<file path="src/rtl/lock_controller_pkg.sv">
// Shared types and BCD helpers for the combination-lock controller.
package lock_pkg;

    localparam int         NUM_DIGITS_DEFAULT = 6;
    localparam logic [3:0] BCD_MAX            = 4'd9;

    typedef enum logic [2:0] {
        ENTRY   = 3'd0,
        CHECK   = 3'd1,
        OPEN    = 3'd2,
        FAIL    = 3'd3,
        LOCKOUT = 3'd4
    } lock_state_e;

    // Out-of-range BCD values fold back into 0..9 instead of propagating.
    function automatic logic [3:0] bcd_inc(input logic [3:0] d);
        return (d >= BCD_MAX) ? 4'd0 : d + 4'd1;
    endfunction

    function automatic logic [3:0] bcd_dec(input logic [3:0] d);
        return (d == 4'd0 || d > BCD_MAX) ? BCD_MAX : d - 4'd1;
    endfunction

endpackage

</file>
<file path="src/rtl/lock_controller_if.sv">
// Control/status bundle between the number-input stage, the lock controller and the display.
interface lock_controller_if #(parameter int NUM_DIGITS = lock_pkg::NUM_DIGITS_DEFAULT);
    logic                    tick;
    logic [2:0]              cur_pos;
    logic                    digit_up;
    logic                    digit_dn;
    logic                    save;
    logic [4*NUM_DIGITS-1:0] entry_digits;
    logic                    unlocked;
    logic                    fail_led;
    logic                    locked_out;
    logic [1:0]              tries_left;
    logic [2:0]              state_o;

    modport master (
        output tick, cur_pos, digit_up, digit_dn, save,
        input  entry_digits, unlocked, fail_led, locked_out, tries_left, state_o
    );

    modport slave (
        input  tick, cur_pos, digit_up, digit_dn, save,
        output entry_digits, unlocked, fail_led, locked_out, tries_left, state_o
    );
endinterface

</file>
<file path="src/rtl/lock_tick_timer.sv">
// Slow-tick counter shared by the FAIL, LOCKOUT and OPEN windows; saturates at limit.
module lock_tick_timer #(
    parameter int W = 4
) (
    input  logic         clk,
    input  logic         rst_n,
    input  logic         clr,
    input  logic         hold,
    input  logic         tick,
    input  logic [W-1:0] limit,
    output logic         done
);
    logic [W-1:0] cnt;

    always_ff @(posedge clk or negedge rst_n) begin
        if (!rst_n)                               cnt <= '0;
        else if (clr)                             cnt <= '0;
        else if (tick && !hold && (cnt != limit)) cnt <= cnt + 1'b1;
    end

    assign done = (cnt == limit);
endmodule

</file>
<file path="src/rtl/lock_controller.sv">
// Combination-lock sequencer: BCD entry editing, code compare, open/fail/lockout timing.
// Define LOCK_CODE_PROGRAM_EN to let a save while OPEN reprogram the stored code.
module lock_controller
    import lock_pkg::*;
#(
    parameter int                      NUM_DIGITS    = NUM_DIGITS_DEFAULT,
    parameter int                      MAX_TRIES     = 3,
    parameter int                      FAIL_TICKS    = 2,
    parameter int                      LOCKOUT_TICKS = 10,
    parameter int                      OPEN_TICKS    = 5,
    parameter logic [4*NUM_DIGITS-1:0] RESET_CODE    = '0
) (
    input logic              clk,
    input logic              rst_n,
    lock_controller_if.slave lk
);
    localparam int TMAX = (FAIL_TICKS > LOCKOUT_TICKS)
                        ? ((FAIL_TICKS > OPEN_TICKS) ? FAIL_TICKS : OPEN_TICKS)
                        : ((LOCKOUT_TICKS > OPEN_TICKS) ? LOCKOUT_TICKS : OPEN_TICKS);
    localparam int         TW         = $clog2(TMAX + 1);
    localparam logic [1:0] TRIES_INIT = 2'(MAX_TRIES);

    lock_state_e                 state, state_nx;
    logic [NUM_DIGITS-1:0][3:0]  entry, entry_ed, code;
    logic [1:0]                  tries;
    logic                        entered, edit, match;
    logic                        t_clr, t_done;
    logic [TW-1:0]               t_limit;
    logic                        unlocked_nx, fail_nx, lockout_nx;

    // Edit is folded in ahead of the register so a same-cycle save sees the new digit.
    always_comb begin
        entry_ed = entry;
        edit     = (state == ENTRY || state == OPEN) && (lk.digit_up ^ lk.digit_dn)
                   && (int'(lk.cur_pos) < NUM_DIGITS);
        if (edit)
            entry_ed[lk.cur_pos] = lk.digit_up ? bcd_inc(entry[lk.cur_pos])
                                               : bcd_dec(entry[lk.cur_pos]);
    end

    assign match = (entry == code);

    always_comb begin
        state_nx = state;
        case (state)
            ENTRY:   if (lk.save) state_nx = CHECK;
            CHECK:   if (match)             state_nx = OPEN;
                     else if (tries <= 2'd1) state_nx = LOCKOUT;
                     else                    state_nx = FAIL;
            OPEN:    if (lk.save || (!edit && t_done)) state_nx = ENTRY;
            FAIL:    if (t_done) state_nx = ENTRY;
            LOCKOUT: if (t_done) state_nx = ENTRY;
            default: state_nx = ENTRY;
        endcase
    end

    always_comb begin
        unlocked_nx = (state_nx == OPEN);
        fail_nx     = (state_nx == FAIL);
        lockout_nx  = (state_nx == LOCKOUT);
    end

    always_ff @(posedge clk or negedge rst_n) begin
        if (!rst_n) begin
            state         <= ENTRY;
            entered       <= 1'b0;
            lk.unlocked   <= 1'b0;
            lk.fail_led   <= 1'b0;
            lk.locked_out <= 1'b0;
        end else begin
            state         <= state_nx;
            entered       <= (state_nx != state);
            lk.unlocked   <= unlocked_nx;
            lk.fail_led   <= fail_nx;
            lk.locked_out <= lockout_nx;
        end
    end

    // Timer restarts on every state change and on any edit while open; the tick in
    // the first cycle of a state is swallowed via hold.
    assign t_clr = (state_nx != state) || (state == OPEN && edit);

    always_comb begin
        case (state)
            FAIL:    t_limit = TW'(FAIL_TICKS);
            LOCKOUT: t_limit = TW'(LOCKOUT_TICKS);
            default: t_limit = TW'(OPEN_TICKS);
        endcase
    end

    lock_tick_timer #(.W(TW)) u_timer (
        .clk   (clk),
        .rst_n (rst_n),
        .clr   (t_clr),
        .hold  (entered),
        .tick  (lk.tick),
        .limit (t_limit),
        .done  (t_done)
    );

    always_ff @(posedge clk or negedge rst_n) begin
        if (!rst_n) begin
            entry <= '0;
            code  <= RESET_CODE;
            tries <= TRIES_INIT;
        end else begin
            entry <= entry_ed;
            case (state)
                CHECK: begin
                    if (match) begin
                        entry <= '0;
                        tries <= TRIES_INIT;
                    end else begin
                        tries <= tries - 2'd1;
                    end
                end
                OPEN: begin
                    if (lk.save) begin
                        entry <= '0;
`ifdef LOCK_CODE_PROGRAM_EN
                        code  <= entry_ed;
`endif
                    end else if (state_nx == ENTRY) begin
                        entry <= '0;
                    end
                end
                FAIL:    if (t_done) entry <= '0;
                LOCKOUT: if (t_done) begin
                    entry <= '0;
                    tries <= TRIES_INIT;
                end
                default: ;
            endcase
        end
    end

    assign lk.entry_digits = entry;
    assign lk.tries_left   = tries;
    assign lk.state_o      = state;
endmodule

</file>
<file path="src/flat_wrapper.sv">
// flat-port wrapper written by rule: the top's interface ports become plain ports
module lock_controller_flat import lock_pkg::*;
#(
    parameter int                      NUM_DIGITS    = NUM_DIGITS_DEFAULT,
    parameter int                      MAX_TRIES     = 3,
    parameter int                      FAIL_TICKS    = 2,
    parameter int                      LOCKOUT_TICKS = 10,
    parameter int                      OPEN_TICKS    = 5,
    parameter logic [4*NUM_DIGITS-1:0] RESET_CODE    = '0
)
  (clk, rst_n, lk_tick, lk_cur_pos, lk_digit_up, lk_digit_dn, lk_save, lk_entry_digits, lk_unlocked, lk_fail_led, lk_locked_out, lk_tries_left, lk_state_o);
  lock_controller_if #(.NUM_DIGITS(NUM_DIGITS)) lk_i ();
  input logic clk;
  input logic rst_n;
  input wire logic [$bits(lk_i.tick)-1:0] lk_tick;
  input wire logic [$bits(lk_i.cur_pos)-1:0] lk_cur_pos;
  input wire logic [$bits(lk_i.digit_up)-1:0] lk_digit_up;
  input wire logic [$bits(lk_i.digit_dn)-1:0] lk_digit_dn;
  input wire logic [$bits(lk_i.save)-1:0] lk_save;
  output wire logic [$bits(lk_i.entry_digits)-1:0] lk_entry_digits;
  output wire logic [$bits(lk_i.unlocked)-1:0] lk_unlocked;
  output wire logic [$bits(lk_i.fail_led)-1:0] lk_fail_led;
  output wire logic [$bits(lk_i.locked_out)-1:0] lk_locked_out;
  output wire logic [$bits(lk_i.tries_left)-1:0] lk_tries_left;
  output wire logic [$bits(lk_i.state_o)-1:0] lk_state_o;
  assign lk_i.tick = lk_tick;
  assign lk_i.cur_pos = lk_cur_pos;
  assign lk_i.digit_up = lk_digit_up;
  assign lk_i.digit_dn = lk_digit_dn;
  assign lk_i.save = lk_save;
  assign lk_entry_digits = lk_i.entry_digits;
  assign lk_unlocked = lk_i.unlocked;
  assign lk_fail_led = lk_i.fail_led;
  assign lk_locked_out = lk_i.locked_out;
  assign lk_tries_left = lk_i.tries_left;
  assign lk_state_o = lk_i.state_o;
  lock_controller #(.NUM_DIGITS(NUM_DIGITS), .MAX_TRIES(MAX_TRIES), .FAIL_TICKS(FAIL_TICKS), .LOCKOUT_TICKS(LOCKOUT_TICKS), .OPEN_TICKS(OPEN_TICKS), .RESET_CODE(RESET_CODE)) u_core (.clk(clk), .rst_n(rst_n), .lk(lk_i));
endmodule
</file>
<file path="config.mk">
export PLATFORM = sky130hd
export DESIGN_NAME = lock_controller_flat
export DESIGN_NICKNAME = d
export VERILOG_FILES = /design/src/rtl/lock_controller_pkg.sv /design/src/rtl/lock_controller_if.sv /design/src/rtl/lock_tick_timer.sv /design/src/rtl/lock_controller.sv /design/src/flat_wrapper.sv
export SDC_FILE = /design/constraint.sdc
export NUM_CORES = 1
export LEC_CHECK = 0
export ABC_AREA = 1
export CAP_MARGIN = 20
export CORE_MARGIN = 2
export CORE_UTILIZATION = 28
export CTS_BUF_LIST = sky130_fd_sc_hd__clkbuf_16
export DETAILED_ROUTE_END_ITERATION = 7
export PLACE_DENSITY = 0.55
export SETUP_SLACK_MARGIN = 0.02
export SKIP_LAST_GASP = 1
export SLEW_MARGIN = 5
export SYNTH_ARGS = -nofsm -noshare
export SYNTH_HDL_FRONTEND = slang
export SYNTH_HIERARCHICAL = 1
export SYNTH_SLANG_ARGS = --single-unit
</file>
<file path="constraint.sdc">
create_clock -name clk -period 3.7 [get_ports clk]
set_input_delay 0.555 -clock clk [delete_from_list [all_inputs] [get_ports clk]]
set_output_delay 0.555 -clock clk [all_outputs]
set_load 0.005 [all_outputs]
</file>
==> impl_results.md <==
* Synthesized cell area at 0.00233 mm2
* Clock slew at reported path FFs at 0.06 ns
* Pwr dens at 534 mW/mm2
* Crit path time final at 2.84 ns
* IO buf count at 38
* Largest net degree at the start of global routing at 19
* Hold Crit Class: reg -> reg
* Worst slew pin tran at 0.796 ns
* Area Growth Syn to Fin at 24.7%
* Synthesis Warnings at 54
* Status: finished clean
* ANT nets after route at 0
* Die H at 95.3 um
* Crit-path cells: clkdlybuf4s50_1, inv_4, nand3_1, nand2_1, nor2_1, ha_1, nand2_2, nand2_2, nand2_2, o21ai_2, o21ai_0, inv_1
* Root Driver: clkbuf_16
* Post-DP Area at 0.00277 mm2
* Static leakage at 1.49 nW
* H-tree lvl count at 2
* Drt pass-1 iters at 4
* Worst slew margin at 46.8%
* Setup Fix Bufs, Post-CTS at 0
* Hold-fix buffers, CTS at 0
* Initial core utilization at 28.7%
* Width of the chip at 95.3 um
* Layout cell share with drive strength beyond 1 at 12.3%
* Initial DRC Count at 106
* CP top delay family: buffers and inverters
* CP bufs+invs at 3
* Final setup margin at 0.859 ns
* Crit Path Class: in -> reg
* Crit path arrival time at 3.06 ns
* CTS tree: yes
* Routability cong. at 0.896
* Crit. End Element: register
* Fin nets at 370
* Crit-path slowest cell: clkdlybuf4s50_1
* Final hold violations at 0
* DP HPWL at 4440 um
* Max-cap violations at 0
* Insertion delay to the later sink of the worst-skew pair at 0.28 ns
* Mean Syn Cell Area at 7.33 um2
* IR drop worst, VDD at 0.191 mV
* Post-synth cell types at 34
* Synth Instances at 318
* RSZ-0062 raised after global routing: no
* Power Total at 1.55 mW
* Highest clock rate at 0.352 GHz
* CP Launch Type: input port
* Critical Path Fanout Max at 14
* Worst min-delay path startpoint: u_core/u_timer/cnt[3]
* Via count at 2133
* Initial antenna violation count at 0
* Critical path's most frequent cell: nand2_2
* Fin crit share at 76.8%
* Setup TNS at 0 ns
* Routed WL at 5860 um
* Critical path launch point: lk_cur_pos[0]
* Min Hold Slack at 0.557 ns
* Post-cts repair resize count at 0
* Final instance area at 0.00291 mm2
* Synth Register Bits at 35
* Slew Limit Fails at 0
* Critical path required time at 3.92 ns
* Die Area at 0.00908 mm2
* Diodes inserted at 0
* Core area at 0.00813 mm2
* Register area share after synthesis at 37.6%
* Routed length per instance at 12.6 um
* Pre-CTS setup slack at 0.659 ns
* Via density per instance at 4.61
* Number of global-route vias before repair at 2066
* First-pass GRT wire length at 9850 um
* Clk buf depth at 2
* Slowest stage delay, CP at 0.79 ns
* Clk sinks at 35
* Grt total ovfl at 0
* CTS buffer count at 5
* Worst r2r src: u_core/lk.state_o[1]
* Final setup vio count at 0
* DRC Markers at 0
* Ports at 41
* All-Layer GR Usage at 14.0%
* Row count at 33
* Clk_skew at 0.00495 ns
worst register-to-register path, stage by stage, from the launching register on:
cell and delay, ns:
dfrtp_1 0.46, nor2_1 0.19, nand2_1 0.13, nand2_1 0.12, inv_1 0.08, nand2_1 0.08, nand2_1 0.07, nor2_2 0.11
nand2_2 0.12, inv_1 0.17, nor2_1 0.08, inv_1 0.10, o21ai_0 0.14, o21ai_0 0.20, o21a_1 0.16, o211ai_1 0.09
inv_1 0.20, nand4_1 0.11, nand2_1 0.08
power by group:
group / internal (mW) / switching [mW]
combinational: 0.252 / 0.370
sequential: 0.456 / 0.0711
clock: 0.245 / 0.157
total: 0.953 / 0.599
cell type report:
class | instances | area [um2]
multi-input cells | 211 | 1120
well taps | 105 | 131
inverters | 64 | 243
flip-flops and latches | 35 | 876
clock inverters | 3 | 15.0
repair buffers | 40 | 395
fillers | 875 | 5230
clock buffers | 5 | 125
path summary, 6_finish.rpt:
kind,cells past startpoint,slack (ns),to
worst max-delay path,12,0.86,u_core/lk.entry_digits[14]
worst min-delay path,2,0.56,u_core/u_timer/cnt[3]
min in group asynchronous,1,0.74,u_core/lk.entry_digits[13]
worst max register to register,18,0.95,u_core/u_timer/cnt[1]
worst min register to register,2,0.56,u_core/u_timer/cnt[3]
max in group asynchronous,2,2.20,u_core/lk.state_o[2]
metrics by stage:
stage          std cells  utilization (%)
2_1_floorplan        319                -
3_3_place_gp         455             34.0
3_5_place_dp         455             34.0
4_1_cts              463             35.8
5_1_grt              463             35.8
6_report             463             35.8
cell usage after synthesis:
cell       n  share of area [%]
dfrtp_1   35                 38
ha_1       4                2.1
o211ai_1   1               0.32
inv_1     57                9.2
o21ai_1   18                3.9
buf_4      3               0.97
nor3_2     3                1.3
o21a_1     3               0.97
nand2_1   62                 10
xor2_2     1               0.70
inv_4      1               0.27
nand2_2    9                2.4
nand4_1   10                2.7
xor2_1     1               0.38
buf_6      5                2.4
a21oi_1   20                4.3
o21ai_2    1               0.38
inv_2      6               0.97
or2_1      1               0.27
conb_1     1               0.16
nand2_4    2               0.97
nor2_2     5                1.3
nand3b_1   1               0.32
nand3_2    1               0.43
nand4_2    2                1.1
o21bai_1   2               0.64
o21ai_0   11                2.4
nor3_4     1               0.70
nor3_1     1               0.21
buf_8      1               0.64
xnor2_1    1               0.38
nand3_1   26                5.6
nor2_4     2               0.97
nor2_1    20                3.2
per-layer routing:
layer  part of all wire [%]  global-route usage (%)
met5                      0                       0
met2                     45                    21.7
met3                    4.2                    3.00
met1                     48                    18.9
met4                    1.9                    6.04
logic make-up after synthesis:
logic type | after synthesis | share of synthesized area (%)
simple gates | 146 | 31.4
compound gates | 56 | 12.8
other cells | 1 | 0.161
fa+ha+maj | 4 | 2.15
buf+inv | 73 | 14.4
xor+xnor | 3 | 1.45
flops | 35 | 37.6
registers in the layout, indices dropped and copies added, names as in the netlist:
signal                  cells
u_core/lk.entry_digits     24
u_core/u_timer/cnt          4
u_core/lk.state_o           3
u_core/entered              1
u_core/lk.fail_led          1
u_core/lk.locked_out        1
u_core/lk.unlocked          1
placed cells by master (no fill, tap or decap), types with 2 or more instances in the layout:
master / count
clkbuf_16: 5
o21ai_1: 18
nor2_2: 5
nand2_1: 62
nand2_2: 9
nand4_1: 10
buf_4: 2
nor2_4: 2
nor2_1: 20
o21ai_0: 11
ha_1: 4
dfrtp_1: 35
inv_1: 57
inv_2: 6
a21oi_1: 20
o21a_1: 3
clkdlybuf4s50_1: 38
o21bai_1: 2
nor3_2: 3
conb_1: 2
nand3_1: 26
clkinv_2: 3
nand4_2: 2
nand2_4: 2
Note: power is estimated with default switching activity, not from simulation.
